### src/rtl/run_sequencer_pkg.sv
// run_seq_pkg: shared types and helpers for the run_sequencer block.
//   - run_state_e : sequencer state enum
//   - DEF_*       : default parameter values for the sequencer and its interface
//   - clog2_min1 / prog_width / phase_width : width helpers
//   - prog_entry  : default program entry-address table, compiled only when
//                   RUN_SEQ_PROG_TABLE_EN is defined
package run_seq_pkg;

    typedef enum logic [2:0] {
        IDLE,
        HOLD_RST,
        PULSE_START,
        WAIT_ACK,
        DONE
    } run_state_e;

    localparam int unsigned DEF_NUM_PROGS    = 4;
    localparam int unsigned DEF_ADDR_W       = 8;
    localparam int unsigned DEF_RST_CYCLES   = 2;
    localparam int unsigned DEF_START_CYCLES = 1;
    localparam int unsigned DEF_TIMEOUT      = 1024;
    localparam int unsigned DEF_CNT_W        = 16;

    function automatic int unsigned clog2_min1(input int unsigned n);
        return (n <= 2) ? 1 : $clog2(n);
    endfunction

    // Width of the program-select field.
    function automatic int unsigned prog_width(input int unsigned num_progs);
        return clog2_min1(num_progs);
    endfunction

    // The phase timer has to reach (longest phase - 1); the Ack timeout is the
    // longest phase when enabled.
    function automatic int unsigned phase_width(input int unsigned rst_cycles,
                                                input int unsigned start_cycles,
                                                input int unsigned timeout);
        int unsigned m;
        m = rst_cycles;
        if (start_cycles > m) m = start_cycles;
        if (timeout > m) m = timeout;
        return clog2_min1(m);
    endfunction

`ifdef RUN_SEQ_PROG_TABLE_EN
    // Entry address per program index; unused indices read as zero.
    function automatic logic [31:0] prog_entry(input int unsigned idx);
        logic [31:0] e;
        case (idx)
            0:       e = 32'h0000_0000;
            1:       e = 32'h0000_0020;
            2:       e = 32'h0000_0058;
            3:       e = 32'h0000_00E4;
            default: e = 32'h0000_0000;
        endcase
        return e;
    endfunction
`endif

endpackage

### src/rtl/run_sequencer_if.sv
// run_sequencer_if: host/core-side signal bundle of one run_sequencer.
//   Go, ProgSel          host -> sequencer run request and program index
//   DutAck               core -> sequencer done flag
//   DutReset, DutStart   sequencer -> core handshake
//   StartAddr            sequencer -> core entry address
//   Busy, Done, TimedOut, CycleCount  sequencer -> host status
// modport slave  : the sequencer
// modport master : the environment (host plus core)
interface run_sequencer_if #(
    parameter int unsigned NUM_PROGS = run_seq_pkg::DEF_NUM_PROGS,
    parameter int unsigned ADDR_W    = run_seq_pkg::DEF_ADDR_W,
    parameter int unsigned CNT_W     = run_seq_pkg::DEF_CNT_W
);
    import run_seq_pkg::*;

    localparam int unsigned PROG_W = prog_width(NUM_PROGS);

    logic              Go;
    logic [PROG_W-1:0] ProgSel;
    logic              DutAck;
    logic              DutReset;
    logic              DutStart;
    logic [ADDR_W-1:0] StartAddr;
    logic              Busy;
    logic              Done;
    logic              TimedOut;
    logic [CNT_W-1:0]  CycleCount;

    modport master (
        output Go, ProgSel, DutAck,
        input  DutReset, DutStart, StartAddr, Busy, Done, TimedOut, CycleCount
    );

    modport slave (
        input  Go, ProgSel, DutAck,
        output DutReset, DutStart, StartAddr, Busy, Done, TimedOut, CycleCount
    );

endinterface

### src/rtl/run_sequencer_sat_counter.sv
// sat_counter: up-counter that sticks at all-ones instead of wrapping.
//   clk   rising-edge clock
//   rst_n asynchronous active-low reset (count -> 0)
//   clr   synchronous clear, has priority over en
//   en    count enable
//   q     current count
module sat_counter #(
    parameter int unsigned W = 8
) (
    input  logic         clk,
    input  logic         rst_n,
    input  logic         clr,
    input  logic         en,
    output logic [W-1:0] q
);

    always_ff @(posedge clk or negedge rst_n) begin
        if (!rst_n) begin
            q <= '0;
        end else if (clr) begin
            q <= '0;
        end else if (en && (q != '1)) begin
            q <= q + 1'b1;
        end
    end

endmodule

### src/rtl/run_sequencer.sv
// run_sequencer: drives a core's Reset/Start/Ack handshake for one run at a
// time: hold core in reset -> pulse Start -> wait for Ack (with optional
// timeout), measuring launch-to-Ack cycles in a saturating counter.
//   Clk    rising-edge clock
//   Reset  asynchronous active-low reset
//   bus    run_sequencer_if.slave (Go/ProgSel/DutAck in; DutReset, DutStart,
//          StartAddr, Busy, Done, TimedOut, CycleCount out; all registered)
// Build option RUN_SEQ_PROG_TABLE_EN: StartAddr comes from the package entry
// table; otherwise programs occupy equal slots, StartAddr = ProgSel << (ADDR_W-PROG_W).
module run_sequencer
    import run_seq_pkg::*;
#(
    parameter int unsigned NUM_PROGS    = DEF_NUM_PROGS,
    parameter int unsigned ADDR_W       = DEF_ADDR_W,
    parameter int unsigned RST_CYCLES   = DEF_RST_CYCLES,
    parameter int unsigned START_CYCLES = DEF_START_CYCLES,
    parameter int unsigned TIMEOUT      = DEF_TIMEOUT,
    parameter int unsigned CNT_W        = DEF_CNT_W
) (
    input  logic           Clk,
    input  logic           Reset,
    run_sequencer_if.slave bus
);

    localparam int unsigned PROG_W     = prog_width(NUM_PROGS);
    localparam int unsigned PHASE_W    = phase_width(RST_CYCLES, START_CYCLES, TIMEOUT);
    localparam int unsigned RST_LAST   = RST_CYCLES - 1;
    localparam int unsigned START_LAST = START_CYCLES - 1;
    localparam int unsigned TO_LAST    = (TIMEOUT == 0) ? 0 : TIMEOUT - 1;

    function automatic logic [ADDR_W-1:0] entry_addr(input logic [PROG_W-1:0] p);
`ifdef RUN_SEQ_PROG_TABLE_EN
        return ADDR_W'(prog_entry(32'(p)));
`else
        return ADDR_W'(p) << (ADDR_W - PROG_W);
`endif
    endfunction

    run_state_e        state, state_next;
    logic              accept, abort, timeout_hit;
    logic [PROG_W-1:0] prog_idx;
    logic [PHASE_W-1:0] phase;

    logic              dut_reset_q, dut_reset_next;
    logic              dut_start_q, dut_start_next;
    logic              busy_q, busy_next;
    logic              done_q, done_next;
    logic              timed_out_q, timed_out_next;
    logic [ADDR_W-1:0] start_addr_q;
    logic [CNT_W-1:0]  cycle_count;

    assign prog_idx    = (32'(bus.ProgSel) < NUM_PROGS) ? bus.ProgSel : '0;
    assign timeout_hit = (TIMEOUT != 0) && (phase == PHASE_W'(TO_LAST));

    // Cycles spent in the current state; restarts on every state change so
    // each phase length is a simple compare.
    sat_counter #(.W(PHASE_W)) u_phase (
        .clk   (Clk),
        .rst_n (Reset),
        .clr   (state_next != state),
        .en    (1'b1),
        .q     (phase)
    );

    // Launch-to-Ack measurement; the Ack cycle itself is not counted.
    sat_counter #(.W(CNT_W)) u_cycles (
        .clk   (Clk),
        .rst_n (Reset),
        .clr   (accept),
        .en    ((state == WAIT_ACK) && !bus.DutAck),
        .q     (cycle_count)
    );

    always_comb begin
        state_next = state;
        accept     = 1'b0;
        abort      = 1'b0;
        case (state)
            IDLE, DONE: begin
                if (bus.Go) begin
                    state_next = HOLD_RST;
                    accept     = 1'b1;
                end
            end
            HOLD_RST: begin
                if (phase == PHASE_W'(RST_LAST)) state_next = PULSE_START;
            end
            PULSE_START: begin
                if (phase == PHASE_W'(START_LAST)) state_next = WAIT_ACK;
            end
            WAIT_ACK: begin
                // Ack has priority over a timeout landing on the same cycle.
                if (bus.DutAck) begin
                    state_next = DONE;
                end else if (timeout_hit) begin
                    state_next = DONE;
                    abort      = 1'b1;
                end
            end
            default: state_next = IDLE;
        endcase

        timed_out_next = timed_out_q;
        if (accept) begin
            timed_out_next = 1'b0;
        end else if (abort) begin
            timed_out_next = 1'b1;
        end

        // Outputs are decoded from the next state so they can be registered
        // without adding a cycle of latency.
        dut_reset_next = 1'b0;
        dut_start_next = 1'b0;
        busy_next      = 1'b0;
        done_next      = 1'b0;
        case (state_next)
            IDLE:        dut_reset_next = 1'b1;
            HOLD_RST: begin
                dut_reset_next = 1'b1;
                busy_next      = 1'b1;
            end
            PULSE_START: begin
                dut_start_next = 1'b1;
                busy_next      = 1'b1;
            end
            WAIT_ACK:    busy_next = 1'b1;
            DONE: begin
                // Core stays out of reset after a clean Ack so its memory can be read.
                dut_reset_next = timed_out_next;
                done_next      = 1'b1;
            end
            default:     dut_reset_next = 1'b1;
        endcase
    end

    always_ff @(posedge Clk or negedge Reset) begin
        if (!Reset) begin
            state        <= IDLE;
            dut_reset_q  <= 1'b1;
            dut_start_q  <= 1'b0;
            busy_q       <= 1'b0;
            done_q       <= 1'b0;
            timed_out_q  <= 1'b0;
            start_addr_q <= entry_addr('0);
        end else begin
            state       <= state_next;
            dut_reset_q <= dut_reset_next;
            dut_start_q <= dut_start_next;
            busy_q      <= busy_next;
            done_q      <= done_next;
            timed_out_q <= timed_out_next;
            if (accept) begin
                start_addr_q <= entry_addr(prog_idx);
            end
        end
    end

    assign bus.DutReset   = dut_reset_q;
    assign bus.DutStart   = dut_start_q;
    assign bus.StartAddr  = start_addr_q;
    assign bus.Busy       = busy_q;
    assign bus.Done       = done_q;
    assign bus.TimedOut   = timed_out_q;
    assign bus.CycleCount = cycle_count;

endmodule

### src/flat_wrapper.sv
// flat-port wrapper written by rule: the top's interface ports become plain ports
module run_sequencer_flat import run_seq_pkg::*;
#(
    parameter int unsigned NUM_PROGS    = DEF_NUM_PROGS,
    parameter int unsigned ADDR_W       = DEF_ADDR_W,
    parameter int unsigned RST_CYCLES   = DEF_RST_CYCLES,
    parameter int unsigned START_CYCLES = DEF_START_CYCLES,
    parameter int unsigned TIMEOUT      = DEF_TIMEOUT,
    parameter int unsigned CNT_W        = DEF_CNT_W
)
  (Clk, Reset, bus_Go, bus_ProgSel, bus_DutAck, bus_DutReset, bus_DutStart, bus_StartAddr, bus_Busy, bus_Done, bus_TimedOut, bus_CycleCount);
  run_sequencer_if #(.NUM_PROGS(NUM_PROGS), .ADDR_W(ADDR_W), .CNT_W(CNT_W)) bus_i ();
  input  logic Clk;
  input  logic Reset;
  input wire logic [$bits(bus_i.Go)-1:0] bus_Go;
  input wire logic [$bits(bus_i.ProgSel)-1:0] bus_ProgSel;
  input wire logic [$bits(bus_i.DutAck)-1:0] bus_DutAck;
  output wire logic [$bits(bus_i.DutReset)-1:0] bus_DutReset;
  output wire logic [$bits(bus_i.DutStart)-1:0] bus_DutStart;
  output wire logic [$bits(bus_i.StartAddr)-1:0] bus_StartAddr;
  output wire logic [$bits(bus_i.Busy)-1:0] bus_Busy;
  output wire logic [$bits(bus_i.Done)-1:0] bus_Done;
  output wire logic [$bits(bus_i.TimedOut)-1:0] bus_TimedOut;
  output wire logic [$bits(bus_i.CycleCount)-1:0] bus_CycleCount;
  assign bus_i.Go = bus_Go;
  assign bus_i.ProgSel = bus_ProgSel;
  assign bus_i.DutAck = bus_DutAck;
  assign bus_DutReset = bus_i.DutReset;
  assign bus_DutStart = bus_i.DutStart;
  assign bus_StartAddr = bus_i.StartAddr;
  assign bus_Busy = bus_i.Busy;
  assign bus_Done = bus_i.Done;
  assign bus_TimedOut = bus_i.TimedOut;
  assign bus_CycleCount = bus_i.CycleCount;
  run_sequencer #(.NUM_PROGS(NUM_PROGS), .ADDR_W(ADDR_W), .RST_CYCLES(RST_CYCLES), .START_CYCLES(START_CYCLES), .TIMEOUT(TIMEOUT), .CNT_W(CNT_W)) u_core (.Clk(Clk), .Reset(Reset), .bus(bus_i));
endmodule
### config.mk
export PLATFORM = sky130hd
export DESIGN_NAME = run_sequencer_flat
export DESIGN_NICKNAME = d
export VERILOG_FILES = /design/src/rtl/run_sequencer_pkg.sv /design/src/rtl/run_sequencer_if.sv /design/src/rtl/run_sequencer_sat_counter.sv /design/src/rtl/run_sequencer.sv /design/src/flat_wrapper.sv
export SDC_FILE = /design/constraint.sdc
export NUM_CORES = 1
export LEC_CHECK = 0
export BUFFER_PORTS_ARGS = -buffer_cell sky130_fd_sc_hd__buf_2
export CORE_MARGIN = 1.5
export CORE_UTILIZATION = 50
export DETAILED_ROUTE_END_ITERATION = 12
export PLACE_DENSITY = 0.72
export SYNTH_ARGS = -nofsm -noshare
export SYNTH_HDL_FRONTEND = slang
export SYNTH_HIERARCHICAL = 1
export SYNTH_SLANG_ARGS = --single-unit
### constraint.sdc
create_clock -name Clk -period 4.7 [get_ports Clk]
set_clock_uncertainty 0.15 [all_clocks]
set_input_delay 0.705 -clock Clk [delete_from_list [all_inputs] [get_ports Clk]]
set_output_delay 0.705 -clock Clk [all_outputs]
set_load 0.01 [all_outputs]
# Word-level counts from Yosys, hierarchy flattened
# Cells that the tools add are included.
# word_totals
ff_bits,36
inputBits,6
wordCells,55
# classes
addsub,2
eq_ne,13
muxes,21
reduce_logical,10
# ops
op,count
$mux 16,2
$mux 10,2
$add 16x1->16 const B,1
$ne 16x16->1 const B,1
$mux 3,5
$eq 3x2->1 const B,4
$pmux 3 s4,1
$add 10x1->10 const B,1
$eq 10x1->1 const B,1
$eq 10x10->1 const B,1
$logic_not 10->1,1
$mux 1,10
$ne 10x10->1 const B,1
$eq 3x1->1 const B,2
$eq 3x3->1 const B,2
$reduce_bool 2->1,2
$reduce_or 2->1,2
$logic_not 3->1,1
$ne 3x3->1,1
$reduce_or 3->1,1
$logic_and 1x1->1,2
$pmux 1 s2,1
$logic_not 1->1,1

# Longest topological paths before layout
# logic_depth
depth_word,7
ltp_mapped,9

# Hierarchy
# Netlist, hierarchy kept.
# modules_own_cells
mod,n_inst,cells_per_inst,area_each_um2,seq_area_each_um2
sat_counter at u_core.u_cycles,1,98,942.2,400.4
run_sequencer,1,69,670.6,251.5
sat_counter at u_core.u_phase,1,55,536.8,250.2

# Worst setup path before layout
# OpenSTA, ideal clock, no wires.
# synth_timing
kind,input to register
from,input bus_DutAck
to,register u_core.u_cycles.q[3]
setup_ps,78
t_arrival_ps,2075
t_required_ps,4472
setup_slack_ps,2397
cell_stages,5
path_cell_list,and4bb_4 > inv_1 > clkbuf_1 > or4_2 > a21oi_1
# synth_via
elab_chain_cells,4
# synth_lines
element,line,text
"start, declared",flat_wrapper.sv:17,input wire logic [$bits(bus_i.DutAck)-1:0] bus_DutAck;
$logic_not 1->1,run_sequencer.sv:70,".en ((state == WAIT_ACK) && !bus.DutAck),"
$logic_and 1x1->1,run_sequencer.sv:70,
$logic_and 1x1->1,run_sequencer_sat_counter.sv:22,end else if (en && (q != '1)) begin
$reduce_bool 2->1 (no source line),-,
"end signal, assigned",run_sequencer_sat_counter.sv:23,q <= q + 1'b1;
"end, declared",run_sequencer_sat_counter.sv:14,output logic [W-1:0] q
# Every way passes these cells.
# A chain may end at the register's enable or synchronous reset.

# Worst setup path after layout
# layout_timing
from,register u_core.u_cycles.q[0]
to,register u_core.u_cycles.q[15]
# layout_via
elab_chain_cells,3
word_cells_on_any_way,6
classes_between,add/sub (1); eq/ne (1); mux (2); reduce/logical (2)
# layout_lines
element,line
$add 16x1->16 / $ne 16x16->1 (equally long branches),"run_sequencer_sat_counter.sv:23, run_sequencer_sat_counter.sv:22"
$mux 16 / $logic_and 1x1->1 (equally long branches),run_sequencer_sat_counter.sv:22
$mux 16 / $reduce_bool 2->1 (equally long branches),-
# Parallel ways exist; a longest one is shown, timed or not. The select of a mux whose other input is x is not followed.

==> results by group <==
Clocking
  • TritonCTS clock tree: yes
  • TritonCTS Sinks: 36
  • Resized Gates After CTS: 0
  • Root Driver: clkbuf_8
  • Post-CTS setup buffers: 0
  • Total CTS buffers: 5
  • CTS clk-pin slew, worst paths: 70 ps
  • # H-tree levels: 2
  • Clk buf depth: 2
  • CTS Hold Buffers Added: 0
  • Clk Latency, worst-skew pair: between 200 and 300 ps

Place
  • Final HPWL DP: about 3100 um
  • Placed instance count: around 290
  • PortBufs: 28
  • Cell area after placement: 2280 um^2
  • Place WS: about 2100 ps
  • Gpl congestion: between 0.8 and 0.9

Yosys
  • Cell variety after synth: 54
  • Largest family of logic cells by synthesized area: simple AND/OR/NAND/NOR gates
  • Primary FF master, synth: dfrtp_1
  • Synth Area in Simple Gates: between 30% and 40%
  • Top cell type's share of synthesized area: 40.7%
  • Top post-synthesis cells by area: dfrtp_1 41%, a21oi_1 4.2%, o31ai_1 3.5%
  • Cells after Synth: between 200 and 250
  • Mux cell area share after synthesis: under 10%
  • Synth Area in Compound Gates: ~16%
  • Asr flop ratio synth: between 90% and 100%
  • Post-synth EDFFs: 0
  • Register bit total from synthesis: 36
  • Synthesized area per cell: between 9 and 10 um^2
  • Synthesized cell area: between 2000 and 2500 um^2
  • Synth Area in Adders: under 10%
  • Yosys Warn Count: 6
  • Yosys top cell by area: dfrtp_1
  • Seq/Total Area, Yosys: a little over two fifths
  • Synth Area in XOR/XNOR: less than 1%

Critical path
  • Worst setup EP type: register
  • Setup slack, reg-to-reg: 2260 ps
  • WP data required: roughly 4700 ps
  • Critical R2R Capture: u_core/u_cycles/q[15]
  • CP top delay family: simple AND/OR/NAND/NOR gates
  • Worst-path fanout max: 19
  • Worst stage delay on the critical path: 810 ps
  • Worst Reg2Reg Path Length in Cells: 5
  • Crit path launch type: register
  • Slowest-stage cell, CP: nor4_4
  • Crit path arrival time: 2470 ps
  • CP Buf/Inv Count: 0
  • Critical path, cell by cell: ha_1 > nand4_2 > nor4_4 > nor4_1 > mux2_1
  • Reg2Reg Launch Point: u_core/u_cycles/q[0]
  • Crit path kind: reg2reg

Hold path
  • Hold Path Class: in2async

Global route
  • Largest net degree at the start of global routing: 37
  • Global route overflow: 0
  • Tot GR Track Use: between 20% and 30%
  • Initial antenna violation count: 0
  • Global-route wire length before repair: around 7500 um
  • Number of global-route vias before repair: 1,651

Die
  • Io pins: 35
  • DIE AREA: between 4000 and 5000 um^2
  • Core Rows: 23
  • Core Footprint: around 4100 um^2
  • Starting Density: a little over half
  • Die width: between 60 and 70 um
  • Die Ht: 68.6 um

Routing
  • Post-detailed-routing wire length: about 4500 um
  • Wire length per cell: around 15 um
  • Detailed Route Iter0 Violations: between 100 and 150
  • Post-DRT Antenna Nets: 0
  • DR pass1 iterations: 5
  • Drc violations: 0
  • Vias per cell: 5.97
  • Detailed-route via count: ~1,800

Power
  • PD cells: 407 nW/um^2
  • Maximum VDD drop: roughly 0.28 mV
  • Leakage power: approximately 1.1 nW
  • Tot Pwr: 0.981 mW

STA
  • Fmax: about 400 MHz
  • Final hold violation count: 0
  • Fin. max-slew vios: 0
  • Total Neg Setup Slack: 0 ps
  • Period minus WS final: roughly 2400 ps
  • Final hold slack: roughly 340 ps
  • Slew HR: around two fifths
  • Period utilization: roughly 52%
  • Unrepaired setup endpoints after global routing: no
  • Worst-margin pin slew: slightly below 900 ps
  • Final setup viols: 0
  • Worst setup margin: 2260 ps

Final layout
  • Commonest non-fill, non-tap cell in the layout: dfrtp_1
  • Most frequent cells in the layout: 35 x dfrtp_1, 28 x buf_2, 18 x nand2_1, 18 x a21oi_1, 12 x nor2_1
  • Final core area utilization: between 50% and 60%
  • Syn-to-layout area delta: 12.2%
  • Fin cells: just over 300
  • Nets@finish: 259
  • Layout cell share with drive strength beyond 1: between 20% and 30%
  • Fillers: approximately 360
  • Post-route cell area: around 2400 um^2
  • # diodes: 0

Flow run
  • Max Cap Viol: 0

Status
  • Status: finished, final reports clean
-- Yosys cell counts (2+ instances only) --
cell and instances:
a21oi_1 18, a31oi_1 2, a41o_1 2, and3_1 3
and4_1 2, and4_2 2, buf_4 8, buf_6 2
clkbuf_1 5, conb_1 2, dfrtp_1 35, ha_1 2
inv_1 7, mux2_1 4, mux2i_1 2, nand2_1 18
nand2b_1 2, nand3_1 8, nand4_1 8, nand4_2 2
nor2_1 12, nor2b_1 8, nor3_1 7, nor3b_2 3
nor4_1 4, nor4b_1 2, o21ai_1 7, o31ai_1 10
or3_1 3, or4_1 7, or4_2 2
-- worst max path at each step --
stage                    startpoint                    end  depth (start not counted)
2_1_floorplan            bus_DutAck   u_core/u_cycles/q[3]                          5
3_3_place_gp             bus_DutAck   u_core/u_cycles/q[3]                          5
3_5_place_dp             bus_DutAck   u_core/u_cycles/q[3]                          5
4_1_cts             u_core/state[1]    u_core/u_phase/q[3]                          7
5_1_grt             u_core/state[0]    u_core/u_phase/q[3]                          7
6_report       u_core/u_cycles/q[0]  u_core/u_cycles/q[15]                          5
-- state kept, by name (all words and copies together) (netlist names) --
signal and count:
u_core/bus.Busy 1, u_core/bus.Done 1, u_core/bus.DutReset 1, u_core/bus.DutStart 1, u_core/bus.StartAddr 2, u_core/bus.TimedOut 1, u_core/state 3, u_core/u_cycles/q 16
u_core/u_phase/q 10
-- power breakdown --
part | total (mW) | switching (mW) | internal, mW | leakage, nW
Clock | 0.301 | 0.113 | 0.187 | 0.0645
Combinational | 0.262 | 0.160 | 0.102 | 0.535
Sequential | 0.418 | 0.0608 | 0.357 | 0.487
-- cells by family after synthesis --
group,count (synthesis)
buf+inv,23
xor+xnor,1
other cells,2
flops,36
compound gates,50
simple gates,102
fa+ha+maj,2
mux,6
-- area by class of cell --
type / count / area [um^2] / share of cell area [%]
clock buffers: 7 / 96.3 / 4.00
repair buffers: 28 / 140 / 5.81
flip-flops and latches: 36 / 902 / 37.4
multi-input cells: 172 / 1150 / 47.7
clock inverters: 1 / 30.0 / 1.25
inverters: 8 / 30.0 / 1.25
well taps: 50 / 62.6 / 2.59
-- routing by layer --
metal / up-vias / track usage, % / share of wire [%]
li1: 886 / - / -
met1: 870 / 26.4 / 45
met2: 40 / 34.9 / 49
met3: 8 / 5.03 / 4.2
met4: 0 / 10.0 / 1.7
met5: - / 0 / 0
Note: power is estimated with default switching activity, not from simulation.
